## config.mk

```make
export PLATFORM = sky130hd
export DESIGN_NAME = shift_sequencer
export DESIGN_NICKNAME = d
export VERILOG_FILES = /design/src/rtl/shift_sequencer.sv
export SDC_FILE = /design/constraint.sdc
export NUM_CORES = 1
export LEC_CHECK = 0
export BUFFER_PORTS_ARGS = -buffer_cell sky130_fd_sc_hd__buf_2
export CAP_MARGIN = 15
export CORE_UTILIZATION = 45
export CTS_CLUSTER_SIZE = 14
export DETAILED_ROUTE_END_ITERATION = 16
export PLACE_DENSITY = 0.71
export SLEW_MARGIN = 30
export SYNTH_ARGS = -nofsm -noshare
export SYNTH_HDL_FRONTEND = slang
export SYNTH_SLANG_ARGS = --single-unit
```

## constraint.sdc

```tcl
create_clock -name clk -period 2.1 [get_ports clk]
set_clock_uncertainty 0.2 [all_clocks]
set_input_delay 0.42 -clock clk [delete_from_list [all_inputs] [get_ports clk]]
set_output_delay 0.42 -clock clk [all_outputs]
set_load 0.01 [all_outputs]
```

## src/rtl/shift_sequencer.sv

```systemverilog
// shift_sequencer: multi-cycle 4-bit shift/rotate engine.
// Accepts one command (select, direction, amount, data) in IDLE, walks the
// data through a 0-3 position barrel stage each cycle until the requested
// amount is consumed, then presents the result until it is taken.
// Ports:
//   clk, rst_n        clock, async active-low reset
//   flush             synchronous abort, highest priority
//   req_valid/ready   command handshake (ready only in IDLE)
//   req_select        0 = shift zero fill, 1 = rotate
//   req_direction     0 = right, 1 = left
//   req_amount        total positions to move (AMT_W bits)
//   req_data          4-bit operand
//   rsp_valid/ready   result handshake (valid only in DONE)
//   rsp_data          data register, meaningful while rsp_valid
//   busy              high in RUN or DONE

// One combinational stage: moves 4 bits by 0-3 positions.
module barrel_shifter (
    input  logic [3:0] data,
    input  logic [1:0] amount,
    input  logic       select,
    input  logic       direction,
    output logic [3:0] result
);
    logic [7:0] dbl;

    always_comb begin
        result = data;
        dbl    = {data, data};
        if (select) begin
            // Rotate via a doubled word: the wrapped bits fall into the window.
            if (direction) begin
                dbl    = dbl << amount;
                result = dbl[7:4];
            end else begin
                dbl    = dbl >> amount;
                result = dbl[3:0];
            end
        end else begin
            if (direction) result = data << amount;
            else           result = data >> amount;
        end
    end
endmodule

module shift_sequencer #(
    parameter int AMT_W = 4
) (
    input  logic             clk,
    input  logic             rst_n,
    input  logic             flush,
    input  logic             req_valid,
    output logic             req_ready,
    input  logic             req_select,
    input  logic             req_direction,
    input  logic [AMT_W-1:0] req_amount,
    input  logic [3:0]       req_data,
    output logic             rsp_valid,
    input  logic             rsp_ready,
    output logic [3:0]       rsp_data,
    output logic             busy
);
    typedef enum logic [1:0] {IDLE, RUN, DONE} state_t;

    state_t           state_q, state_d;
    logic [3:0]       data_q, data_d;
    logic [AMT_W-1:0] rem_q, rem_d, rem_step;
    logic             sel_q, sel_d, dir_q, dir_d;
    logic [AMT_W+1:0] rem_ext;
    logic [1:0]       step;
    logic [3:0]       stage_out;

    // Widened so the min(remaining, 3) compare works for any AMT_W.
    assign rem_ext  = {2'b00, rem_q};
    assign step     = (rem_ext >= (AMT_W+2)'(3)) ? 2'd3 : rem_ext[1:0];
    assign rem_step = rem_q - AMT_W'(step);

    barrel_shifter u_stage (
        .data      (data_q),
        .amount    (step),
        .select    (sel_q),
        .direction (dir_q),
        .result    (stage_out)
    );

    always_ff @(posedge clk or negedge rst_n) begin
        if (!rst_n) begin
            state_q <= IDLE;
            data_q  <= 4'b0000;
            rem_q   <= '0;
            sel_q   <= 1'b0;
            dir_q   <= 1'b0;
        end else begin
            state_q <= state_d;
            data_q  <= data_d;
            rem_q   <= rem_d;
            sel_q   <= sel_d;
            dir_q   <= dir_d;
        end
    end

    always_comb begin
        state_d = state_q;
        data_d  = data_q;
        rem_d   = rem_q;
        sel_d   = sel_q;
        dir_d   = dir_q;
        if (flush) begin
            state_d = IDLE;
            rem_d   = '0;
        end else begin
            case (state_q)
                IDLE: if (req_valid) begin
                    data_d  = req_data;
                    sel_d   = req_select;
                    dir_d   = req_direction;
                    rem_d   = req_amount;
                    state_d = (req_amount != '0) ? RUN : DONE;
                end
                RUN: begin
                    data_d = stage_out;
                    rem_d  = rem_step;
                    if (rem_step == '0) state_d = DONE;
                end
                DONE: if (rsp_ready) state_d = IDLE;
                default: state_d = IDLE;
            endcase
        end
    end

    assign req_ready = (state_q == IDLE);
    assign busy      = (state_q != IDLE);
    assign rsp_valid = (state_q == DONE);
    assign rsp_data  = data_q;
endmodule

```

* Word level (Yosys, flattened, before mapping) *
Index checks and enable logic that the tools add are counted.

storage, ports and cells
  bits in registers = 12
  input port bits = 15
  output and inout bits = 7

cells by class
  add/sub/neg operators = 1
  $lt $le $gt $ge = 1
  eq/ne operators = 6
  shift operators = 4
  mux-type cells = 15
  bitwise operators = 1
  reduce and logical (&&, ||, !) cells = 10

operators by type and width
  kind                                                                                 number
  4-bit two-way mux                                                                    6
  4-bit one-hot mux with 2 select lines                                                2
  2-bit two-way mux                                                                    6
  3-bit AND reduction                                                                  3
  8-bit by 2-bit left shift with 8-bit output                                          1
  8-bit by 2-bit >> shifter with 4-bit output                                          1
  3-bit inequality test, second input constant                                         2
  2-bit one-hot mux with 3 select lines                                                1
  4-bit by 2-bit greater-or-equal comparator with 1-bit output, second input constant  1
  4-bit zero test                                                                      1
  2-bit nonzero test                                                                   2
  4-bit nonzero test                                                                   1
  4-bit by 2-bit left shift with 4-bit output                                          1
  4-bit by 2-bit >> shifter with 4-bit output                                          1
  4-bit by 2-bit subtractor with 4-bit output                                          1
  3-bit by 2-bit inequality test with 1-bit output, second input constant              1
  3-bit nonzero test                                                                   1
  2-bit by 1-bit equality test with 1-bit output, second input constant                1
  2-bit equality test, second input constant                                           1
  2-bit zero test                                                                      1
  2-bit inequality test, second input constant                                         1
  2-bit AND reduction                                                                  1
  1-bit inverter                                                                       1

* Logic depth before layout (Yosys ltp) *
  word-level depth = 7
  depth in mapped cells = 9

* By module *
From an unflattened synthesis, not the netlist that was laid out.

unflattened totals
  cells, all modules = 111
  area total of the unflattened synthesis = 963.4 µm²

by module, submodules not included
  module           times used  cells an instance  area an instance (µm²)  sequential area each (µm²)
  shift_sequencer  1           74                 691.9                   300.3
  barrel_shifter   1           37                 271.5                   0.0

* Worst setup path before layout *
Ideal clock, no wire load.

  kind = reg2reg
  start point = register rem_q[1]
  end point = register state_q[0]
  data arrival time = 1614 ps
  setup slack = 153 ps
  stages on the path, launching flop included = 8
  path buffers = 1
  clock period less this slack = 1947 ps
  path through = dfrtp_1 clkbuf_1 or2_2 ha_1 nor4b_1 o21bai_1 a21oi_1 nor3_1

between the ends
  longest elaborated chain between the ends = 6

ends and longest elaborated chain
  what                                                          line  text
  start: declaration                                            67    logic [AMT_W-1:0] rem_q, rem_d, rem_step;
  start signal: assignment                                      96    rem_q <= rem_d;
  4-bit by 2-bit greater-or-equal comparator with 1-bit output  75    assign step = (rem_ext >= (AMT_W+2)'(3)) ? 2'd3 : rem_ext[1:0];
  2-bit two-way mux                                             75
  4-bit by 2-bit subtractor with 4-bit output *                 76    assign rem_step = rem_q - AMT_W'(step);
  4-bit zero test *                                             123   if (rem_step == '0) state_d = DONE;
  3-bit inequality test (no line) *                             -
  3-bit AND reduction (no line) *                               -
  end signal: assignment                                        94    state_q <= state_d;
  end: declaration                                              65    state_t state_q, state_d;

Every way passes the cells marked *; elsewhere a longest branch is shown, timed or not.
A chain may end at the register's enable or synchronous reset.

* Worst setup path in the final report *
  start point = register rem_q[2]
  end point = register state_q[1]

The elaborated chain is that of the path after synthesis.

==> metrics.log <==
INFO  metric postCtsSetupBuffers = 0
INFO  metric clock_insertion_delay_worst_skew = 0.28 ns
INFO  metric gp_routability_congestion = 0.861
INFO  metric clock_sinks = 12
INFO  metric synth_compound_area_share = 26.3%
INFO  metric routed_length_per_instance = 14.1 µm
INFO  metric initial_antenna_violation_count = 0
INFO  metric final_net_count = 175
INFO  metric first_pass_grt_wire_length = 4580 µm
INFO  metric num_antenna_cells = 0
INFO  metric dpl.hpwl = 1890 µm
INFO  metric layout_setup_ws = 0.156 ns
INFO  metric detail_route.drc_violations = 0
INFO  metric timing.final.max_slew_violations = 0
INFO  metric final_hold_viol_count = 0
INFO  metric timing_worst_slew_pin_value = 0.440 ns
INFO  metric power_leakage = 0.517 nW
INFO  metric synthesis.area = 0.00101 mm²
INFO  metric die-height = 49.5 µm
INFO  metric clockBufferDepth = 2
INFO  metric grt_start_max_net_pins = 13
INFO  metric clock_tree_from_tritoncts = done
INFO  metric grt_pass1_vias = 952
INFO  metric worst_hold_path_type = input pin to flip-flop
INFO  metric first_iter_violations = 39
INFO  metric ioPinCount = 22
INFO  metric postRouteWirelength = 2600 µm
INFO  metric syn_avg_cell_area = 7.52 µm²
INFO  metric input_output_buffers = 21
INFO  metric overall_die_width = 49.5 µm
INFO  metric critical_path.endpoint_type = flip-flop
INFO  metric timing.max_cap.violations = 0
INFO  metric detailedPlace.worstSlack = 0.186 ns
INFO  metric timing.final.crit_share = 92.6%
INFO  metric synth-edff-count = 0
INFO  metric synth_cell_type_count = 38
INFO  metric synth_simple_gate_area_share = 28.4%
INFO  metric postSynthNetCount = 151
INFO  metric yosys_warnings = 0
INFO  metric detailroute.via_count = 1108
INFO  metric min_period = 1.94 ns
INFO  metric core.rowCount = 16
INFO  metric crit_path_cell_trace = buf_4 -> o21ai_0 -> ha_2 -> nand2b_1 -> a21oi_1 -> o21bai_1 -> o22a_1 -> nor2_1
INFO  metric seq_cells_post_synth = 12
INFO  metric grt_util_all_layers = 24.4%
INFO  metric timing.critical_path.from_type = flip-flop
INFO  metric rsz_0062_raised_after_global_routing = no
INFO  metric leading_register_cell_type_out_of_synthesis = sky130_fd_sc_hd__dfrtp_1
INFO  metric area_growth_syn_to_layout = 17.6%
INFO  metric clk_transition_reported_paths = 0.08 ns
INFO  metric slowest_stage = sky130_fd_sc_hd__dfrtp_1
INFO  metric post_synthesis_adder_cell_area_fraction = 1.23%
INFO  metric grt-ovfl-total = 0
INFO  metric synth_top_family_by_area = simple AND/OR/NAND/NOR gates
INFO  metric ctsHtreeMaxLevel = 1
INFO  metric status = finished clean
INFO  metric die-area = 0.00245 mm²
INFO  metric timing.critical_path.arrival = 1.95 ns
INFO  metric clk_root_buf = sky130_fd_sc_hd__clkbuf_4
INFO  metric synth.area.mux_share = 7.27%
INFO  metric postSynth.asyncResetShare = 100%
INFO  metric vias_per_cell = 6.02
INFO  metric cts-buffers-inserted = 3
INFO  metric yosys-top-cells-count = sky130_fd_sc_hd__nor2_1 (15), sky130_fd_sc_hd__o21ai_0 (15), sky130_fd_sc_hd__nand2_1 (14)
INFO  metric timing.slew.headroom = 70.4%
INFO  metric floorplan.initialDensity = 49.7%
INFO  metric finalSetupTns = 0 ns
INFO  metric drive_above_1_share = 25.5%
INFO  metric worstSetupPathType = flip-flop to flip-flop
INFO  metric yosys-top-cells-area = sky130_fd_sc_hd__dfrtp_1 (30%), sky130_fd_sc_hd__o21ai_0 (7.4%), sky130_fd_sc_hd__a21oi_1 (6.4%)
INFO  metric first_pass_iters = 4
INFO  metric synthCells = 135
INFO  metric critical_path.max_fanout = 7
INFO  metric synth_largest_type_area_fraction = 29.6%
INFO  metric max_freq = 514 MHz
INFO  metric worst_ir_drop_vdd = 0.000509 V
INFO  metric synth_seq_area_share = 29.6%
INFO  metric setup_violations = 0
INFO  metric post_synth_xor_area_fraction = 0%
INFO  metric core_area = 0.00204 mm²
INFO  metric ant_nets = 0
INFO  metric required = 2.11 ns
INFO  metric yosysTopAreaCell = sky130_fd_sc_hd__dfrtp_1
INFO  metric areal_power_density_over_the_cells = 989 mW/mm²
INFO  metric max_stage_delay = 0.41 ns
[timing repair]
item / CTS / global route
hold buffers: 1 / 0
gates resized for setup: 0 / 1
hold endpoints to repair: 12 / 0
endpoints found under the setup margin: 0 / 2
[report_power, final]
part / internal (mW) / switching (mW)
Combinational: 0.295 / 0.326
Sequential: 0.289 / 0.124
Clock: 0.0665 / 0.0799
Total: 0.650 / 0.530
[cell families after synthesis]
family                   count (synthesis)
AND/OR/NAND/NOR                         57
AO/OA/AOI/OAI                           43
buffers and inverters                   15
flip-flops                              12
multiplexers                             7
adder cells (fa/ha/maj)                  1
[metal layers]
| layer | wire [µm] | vias up | global-route usage, % | share of wire (%) |
|---|---|---|---|---|
| li1 | - | 539 | - | - |
| met1 | 1180 | 525 | 34.7 | 45 |
| met2 | 1240 | 40 | 35.8 | 48 |
| met3 | 152 | 4 | 5.86 | 5.8 |
| met4 | 34 | 0 | 8.57 | 1.3 |
| met5 | 0 | - | 0 | 0 |
[path summary, 6_finish.rpt]
path	to	start	slack (ns)	cells past startpoint
worst min-delay path	dir_q	req_direction	0.14	3
worst max register to register	state_q[1]	rem_q[2]	0.16	8
max in group asynchronous	rem_q[0]	rst_n	1.12	2
worst max-delay path	state_q[1]	rem_q[2]	0.16	8
min in group asynchronous	rsp_data[2]	rst_n	0.35	2
worst min register to register	state_q[0]	state_q[1]	0.39	1
[through the flow]
step	util, %	hold slack, ns	cell area, µm²	power [mW]	instances
final	58.5	0.141	1190	1.18	184
after global routing	58.5	0.160	1190	1.29	184
after CTS	58.3	0.137	1190	1.18	184
after detailed placement	56.7	0.123	1160	1.02	180
after global placement	56.7	0.120	1160	1.01	180
after floorplan	-	-0.0756	1010	0.845	135
[worst max-delay path: cells and delay by family, from the launching register on]
family | cells | cell delay (ns)
and+or+nand+nor | 2 | 0.14
buffers and inverters | 1 | 0.17
AOI/OAI and AO/OA | 4 | 0.69
adders and majority gates | 1 | 0.27
DFF | 1 | 0.41
[flip-flops by register name (all words and copies together) (netlist names)]
register / flops
rem_q: 4
rsp_data: 4
sel_q: 1
state_q: 2
dir_q: 1
[layout make-up]
cell class | instances | area [µm²]
flip-flops and latches | 12 | 300
multi-input cells | 108 | 643
well taps | 27 | 33.8
clock buffers | 3 | 22.5
inverters | 3 | 11.3
repair buffers | 31 | 183
fillers | 205 | 848
[placed cells by master (no fill, tap or decap), types with 4 or more instances in the layout]
cell,netlist,final
sky130_fd_sc_hd__a21oi_1,13,13
sky130_fd_sc_hd__buf_2,2,21
sky130_fd_sc_hd__buf_4,0,9
sky130_fd_sc_hd__dfrtp_1,12,12
sky130_fd_sc_hd__mux2i_1,4,4
sky130_fd_sc_hd__nand2_1,14,14
sky130_fd_sc_hd__nand2b_1,4,4
sky130_fd_sc_hd__nor2_1,15,15
sky130_fd_sc_hd__nor3_1,5,5
sky130_fd_sc_hd__o21ai_0,15,15
(Power assumes the default switching activity.)
